--- src/rtl/kanagawa_thread_launcher_pkg.sv ---
// Shared types for the thread launcher: FSM state encoding and the count/ID type.
package kanagawa_thread_launcher_pkg;

  localparam int THREAD_COUNT_WIDTH_DEFAULT = 32;

  typedef enum logic [1:0] {
    IDLE  = 2'd0,
    ISSUE = 2'd1,
    DRAIN = 2'd2
  } launcher_state_t;

  typedef logic [THREAD_COUNT_WIDTH_DEFAULT-1:0] thread_count_t;

endpackage

--- src/rtl/kanagawa_thread_launcher_thread_counter.sv ---
// Issue-side thread ID generator: counts handshakes from zero and flags the final ID.
module KanagawaThreadCounter #(
  parameter int W = 32
) (
  input  logic         clk,
  input  logic         rst,
  input  logic         clear_in,
  input  logic         incr_in,
  input  logic [W-1:0] max_thread_id_in,
  input  logic         only_one_thread_in,
  output logic [W-1:0] thread_id_out,
  output logic         count_reached_out
);

  logic [W-1:0] thread_id;

  // Runs one past max_thread_id so the value doubles as the issued count.
  always_ff @(posedge clk or posedge rst) begin
    if (rst) begin
      thread_id <= '0;
    end else if (clear_in) begin
      thread_id <= '0;
    end else if (incr_in) begin
      thread_id <= thread_id + W'(1);
    end
  end

  assign thread_id_out     = thread_id;
  assign count_reached_out = only_one_thread_in ? (thread_id == '0)
                                                : (thread_id == max_thread_id_in);

endmodule

--- src/rtl/kanagawa_thread_launcher.sv ---
// Launches a batch of thread IDs downstream and pulses done once all have retired.
module kanagawa_thread_launcher
  import kanagawa_thread_launcher_pkg::*;
#(
  parameter int THREAD_COUNT_WIDTH = 32
) (
  input  logic                          clk,
  input  logic                          rst,
  input  logic                          req_valid_in,
  output logic                          req_ready_out,
  input  logic [THREAD_COUNT_WIDTH-1:0] req_count_in,
  output logic                          thread_valid_out,
  input  logic                          thread_ready_in,
  output logic [THREAD_COUNT_WIDTH-1:0] thread_id_out,
  output logic                          thread_last_out,
  input  logic                          retire_in,
  output logic                          batch_done_out,
  output logic                          busy_out,
  output logic                          error_out
);

  localparam int W = THREAD_COUNT_WIDTH;

  launcher_state_t state, state_next;
  logic [W-1:0] count, retired, retired_next, issued;
  logic         done, done_next, error;
  logic         accept, handshake, reached, retire_ok;

  assign accept    = (state == IDLE) && req_valid_in;
  assign handshake = (state == ISSUE) && thread_ready_in;
  // Only registered issued/retired are compared, so a same-cycle handshake never enables a retire.
  assign retire_ok    = retire_in && (state != IDLE) && (retired < issued);
  assign retired_next = retired + {{(W-1){1'b0}}, retire_ok};

  KanagawaThreadCounter #(.W(W)) u_thread_counter (
    .clk                (clk),
    .rst                (rst),
    .clear_in           (accept),
    .incr_in            (handshake),
    .max_thread_id_in   (count - W'(1)),
    .only_one_thread_in (count == W'(1)),
    .thread_id_out      (issued),
    .count_reached_out  (reached)
  );

  always_comb begin
    state_next = state;
    done_next  = 1'b0;
    case (state)
      IDLE: begin
        if (accept) begin
          state_next = (req_count_in == '0) ? DRAIN : ISSUE;
        end
      end
      ISSUE: begin
        if (handshake && reached) begin
          state_next = DRAIN;
        end
      end
      DRAIN: begin
        if (retired_next == count) begin
          state_next = IDLE;
          done_next  = 1'b1;
        end
      end
      default: state_next = IDLE;
    endcase
  end

  always_ff @(posedge clk or posedge rst) begin
    if (rst) begin
      state   <= IDLE;
      count   <= '0;
      retired <= '0;
      done    <= 1'b0;
      error   <= 1'b0;
    end else begin
      state <= state_next;
      done  <= done_next;
      if (accept) begin
        count   <= req_count_in;
        retired <= '0;
      end else begin
        retired <= retired_next;
      end
      if (retire_in && !retire_ok) begin
        error <= 1'b1;
      end
    end
  end

  assign req_ready_out    = (state == IDLE);
  assign busy_out         = (state != IDLE);
  assign thread_valid_out = (state == ISSUE);
  assign thread_id_out    = issued;
  assign thread_last_out  = (state == ISSUE) && reached;
  assign batch_done_out   = done;
  assign error_out        = error;

endmodule

--- config.mk ---
export PLATFORM = sky130hd
export DESIGN_NAME = kanagawa_thread_launcher
export DESIGN_NICKNAME = d
export VERILOG_FILES = /design/src/rtl/kanagawa_thread_launcher_pkg.sv /design/src/rtl/kanagawa_thread_launcher_thread_counter.sv /design/src/rtl/kanagawa_thread_launcher.sv
export SDC_FILE = /design/constraint.sdc
export NUM_CORES = 1
export LEC_CHECK = 0
export ABC_AREA = 1
export CORE_MARGIN = 4
export CORE_UTILIZATION = 60
export DETAILED_ROUTE_END_ITERATION = 8
export DONT_BUFFER_PORTS = 1
export PLACE_DENSITY = 0.76
export REMOVE_ABC_BUFFERS = 1
export SYNTH_ARGS = -nofsm -noshare
export SYNTH_HDL_FRONTEND = slang
export SYNTH_SLANG_ARGS = --single-unit
--- constraint.sdc ---
create_clock -name clk -period 11.6 [get_ports clk]
set_input_delay 3.48 -clock clk [delete_from_list [all_inputs] [get_ports clk]]
set_output_delay 3.48 -clock clk [all_outputs]
set_load 0.01 [all_outputs]
==> parameters.txt <==
Parameter                              Value

Pwr
  IR drop worst, VDD    roughly 0.11 mV
  Power density over the cells    about 200 nW/µm²
  Leakage power    ~4.1 nW

Critical path
  CP startpoint kind    flop
  Maximum fanout count along the critical path    11
  Capturing element type of the critical path    primary output
  Start-to-end type of the worst setup path    reg2out
  Cells on worst reg2reg path    24
  Worst endpoint required time    about 8 ns
  Setup slack of the worst register-to-register path    roughly 7.5 ns
  WP data arrival    ~2.9 ns
  Worst R2R End    state[1]
  Launching point of the worst reg2reg path    u_thread_counter.thread_id_out[25]

Detailed routing
  Vias per inst    ~5.6
  Via count of the routed design    just under 8000
  Post-DRT Antenna Nets    0
  Pre-antenna DRT Iters    6
  Initial DRC Count    776
  Avg WL per Cell    17.4 µm
  Total detailed-routing wirelength    24.2 mm
  Drc violations    0

Yosys
  Synth area leaders    sky130_fd_sc_hd__dfrtp_1 (31%), sky130_fd_sc_hd__nand2_1 (17%), sky130_fd_sc_hd__nor2_1 (7.7%)
  Fraction of the yosys area taken by sequential cells    a little under a third
  Cell Area, Synth    around 8100 µm²
  Synthesis-stage register bit count    100
  Area leader, netlist    sky130_fd_sc_hd__dfrtp_1
  Post-synthesis average cell area    6.64 µm²
  Distinct cell type count of the synthesized netlist    43
  Gate Count Post-Synth    around 1200
  Yosys synthesis warning count    0
  Portion of synthesized cell area occupied by the leading cell type    around 31%

Timing
  Setup clock skew after layout    0.00887 ns
  Total of endpoints with negative setup slack in the final report    0
  Unrepaired setup endpoints after global routing    no
  Final hold slack    a little over 0.5 ns
  Max-slew violation count    0
  Highest clock rate    roughly 160 MHz
  Crit path time final    between 6 and 7 ns
  Relative slew margins    43.4%
  Slew at the pin closest to its max-slew limit    0.849 ns
  Summed negative setup slack over all endpoints    0 ns
  Final Cycle Share    between 50 and 60%
  Final hold violation count    0

Clock network
  Count of hold-fix buffers inserted at cts    0
  Number of H-tree levels    3
  TritonCTS clock tree    yes
  Post-cts gate resize count    0
  Count of buffers added by post-CTS timing repair for setup    0
  Reg clk slew, reported paths    around 0.07 ns
  Clock sink count    100
  Number of clock buffers inserted by TritonCTS    9
  Clock Path Buffers    2
  Worst-Skew Late Latency    approximately 0.36 ns
  CTS root buf    sky130_fd_sc_hd__clkbuf_16

Global route
  Number of antenna violations at the first check in global routing    0
  Vias in the first global route    between 7000 and 8000
  Pin count of the biggest net entering global routing    between 70 and 80
  First-pass GRT wire length    37.4 mm
  Remaining global-route overflow    0
  Global Route Usage Sum    around a third

Floorplanning
  Core area    around 13000 µm²
  X dimension of the die    around 120 µm
  Height of the die    between 100 and 150 µm
  Die area    15400 µm²
  Number of standard-cell rows in the floorplan    42
  Initial core utilization    around three fifths
  IO Pins    75

Cells and area
  Layout cell share with drive strength beyond 1    between 6 and 7%
  Ant diodes    0
  Layout area overhead    5.73%
  Filler Cell Count    between 1000 and 1500
  Net count reported at finish    between 1000 and 1500

Place
  Routability congestion estimate    1.01
  Port Buffers    0
  Detailed placer's ending HPWL    around 19 mm

Hold path
  HP Class    reg2reg
  Hold Path Cell Cnt    1
  Hold path endpoint    batch_done_out
  Min-Delay Startpoint    state[0]

Outcome
  Run status    completed

Run
  Count of max-cap constraint violations    0
==> worst max-delay path, cell delays in order (launching register included) <==
cell	delay, ns
sky130_fd_sc_hd__dfrtp_1	0.43
sky130_fd_sc_hd__inv_2	0.13
sky130_fd_sc_hd__ha_1	0.21
sky130_fd_sc_hd__nand2_2	0.12
sky130_fd_sc_hd__nor2_4	0.28
sky130_fd_sc_hd__nand2_2	0.16
sky130_fd_sc_hd__o21bai_1	0.24
sky130_fd_sc_hd__nand2_1	0.09
sky130_fd_sc_hd__nand2_1	0.07
sky130_fd_sc_hd__nand2_1	0.05
sky130_fd_sc_hd__nor2_1	0.08
sky130_fd_sc_hd__nand2_1	0.06
sky130_fd_sc_hd__nor2_1	0.11
sky130_fd_sc_hd__nand2_1	0.08
sky130_fd_sc_hd__a21boi_0	0.39
==> routing by layer <==
| metal | track usage, % | wire length, µm |
|---|---|---|
| met5 | 0 | 0 |
| met4 | 16.8 | 1170 |
| met1 | 46.6 | 10700 |
| met3 | 4.81 | 2040 |
| met2 | 47.6 | 10300 |
==> worst max path at each step <==
stage                       startpoint                                 to  slack (ns)  cells past startpoint
final                         count[0]                    thread_last_out        5.26                     14
after detailed placement     retire_in                           state[1]        5.63                     19
after CTS                     count[0]                    thread_last_out        5.27                     14
after global routing          count[0]                    thread_last_out        4.98                     14
after floorplan           req_valid_in  u_thread_counter.thread_id_out[0]        3.36                      5
after global placement       retire_in                           state[1]        5.65                     23
==> metrics by stage <==
step,utilization [%],setup slack (ns),instance area (µm²),power (mW),instances
after floorplan,-,3.36,7980,1.13,1194
after global placement,62.4,5.65,8240,1.33,1373
after detailed placement,62.4,5.63,8240,1.34,1373
after CTS,64.7,5.27,8540,1.66,1389
after global routing,64.7,4.98,8540,1.81,1389
final,64.7,5.26,8540,1.67,1389
==> placed cells by master, fill, tap and decap left out, types with 2 or more instances in the layout <==
master / instances
sky130_fd_sc_hd__nor2_2: 21
sky130_fd_sc_hd__inv_2: 9
sky130_fd_sc_hd__nor2_4: 10
sky130_fd_sc_hd__dfrtp_1: 100
sky130_fd_sc_hd__xnor2_1: 14
sky130_fd_sc_hd__o21bai_1: 3
sky130_fd_sc_hd__inv_6: 2
sky130_fd_sc_hd__nor4_1: 20
sky130_fd_sc_hd__nand4_1: 23
sky130_fd_sc_hd__nand2_2: 11
sky130_fd_sc_hd__nand2_1: 375
sky130_fd_sc_hd__o21ai_1: 4
sky130_fd_sc_hd__o21ai_0: 51
sky130_fd_sc_hd__clkinv_2: 2
sky130_fd_sc_hd__o211ai_1: 2
sky130_fd_sc_hd__buf_4: 3
sky130_fd_sc_hd__nand3b_1: 8
sky130_fd_sc_hd__nor2_1: 165
sky130_fd_sc_hd__xor2_1: 30
sky130_fd_sc_hd__nor3_1: 16
sky130_fd_sc_hd__a211oi_1: 5
sky130_fd_sc_hd__nor3_2: 3
sky130_fd_sc_hd__o21a_1: 5
sky130_fd_sc_hd__inv_1: 141
sky130_fd_sc_hd__xnor3_1: 6
sky130_fd_sc_hd__ha_1: 37
sky130_fd_sc_hd__clkbuf_16: 9
sky130_fd_sc_hd__nand3_2: 5
sky130_fd_sc_hd__nand3_1: 76
sky130_fd_sc_hd__a21oi_1: 40
==> cell usage after synthesis (all sizes together) <==
cell,instances
a211oi,5
a21boi,1
a21o,1
a21oi,40
a221oi,1
a31oi,1
and3,1
buf,7
clkbuf,14
dfrtp,100
ha,37
inv,151
nand2,387
nand3,81
nand3b,9
nand4,23
nor2,197
nor3,20
nor4,20
nor4b,1
o2111ai,1
o211ai,2
o21a,5
o21ai,55
o21bai,4
o31ai,1
xnor2,14
xnor3,6
xor2,30
==> power breakdown <==
group	internal [mW]	switching, mW	leakage [nW]	total (mW)
combinational	0.270	0.420	2.77	0.690
sequential	0.448	0.216	1.20	0.664
clock	0.174	0.142	0.150	0.316
total	0.893	0.778	4.12	1.67
==> cell type report <==
| cell class | instances | area (µm²) | share of cell area [%] |
|---|---|---|---|
| clock inverters | 5 | 57.6 | 0.674 |
| multi-input cells | 943 | 4920 | 57.7 |
| inverters | 151 | 569 | 6.67 |
| repair buffers | 3 | 22.5 | 0.264 |
| flip-flops and latches | 100 | 2500 | 29.3 |
| clock buffers | 11 | 243 | 2.84 |
| well taps | 176 | 220 | 2.58 |
==> sequential cells by signal (all words and copies together), names as in the netlist <==
| signal | flops |
|---|---|
| u_thread_counter.thread_id_out | 32 |
| count | 32 |
| state | 2 |
| error_out | 1 |
| retired | 32 |
| batch_done_out | 1 |
==> cell families (layout without fill, tap and decap cells) <==
family | after synthesis | count (layout) | synth area share, %
adder cells (fa/ha/maj) | 37 | 37 | 5.73
buffers and inverters | 172 | 170 | 8.14
AO/OA/AOI/OAI | 117 | 117 | 8.00
AND/OR/NAND/NOR | 739 | 739 | 40.7
flip-flops | 100 | 100 | 31.0
XOR/XNOR | 50 | 50 | 6.45
Power figures use the tool's default switching activity.
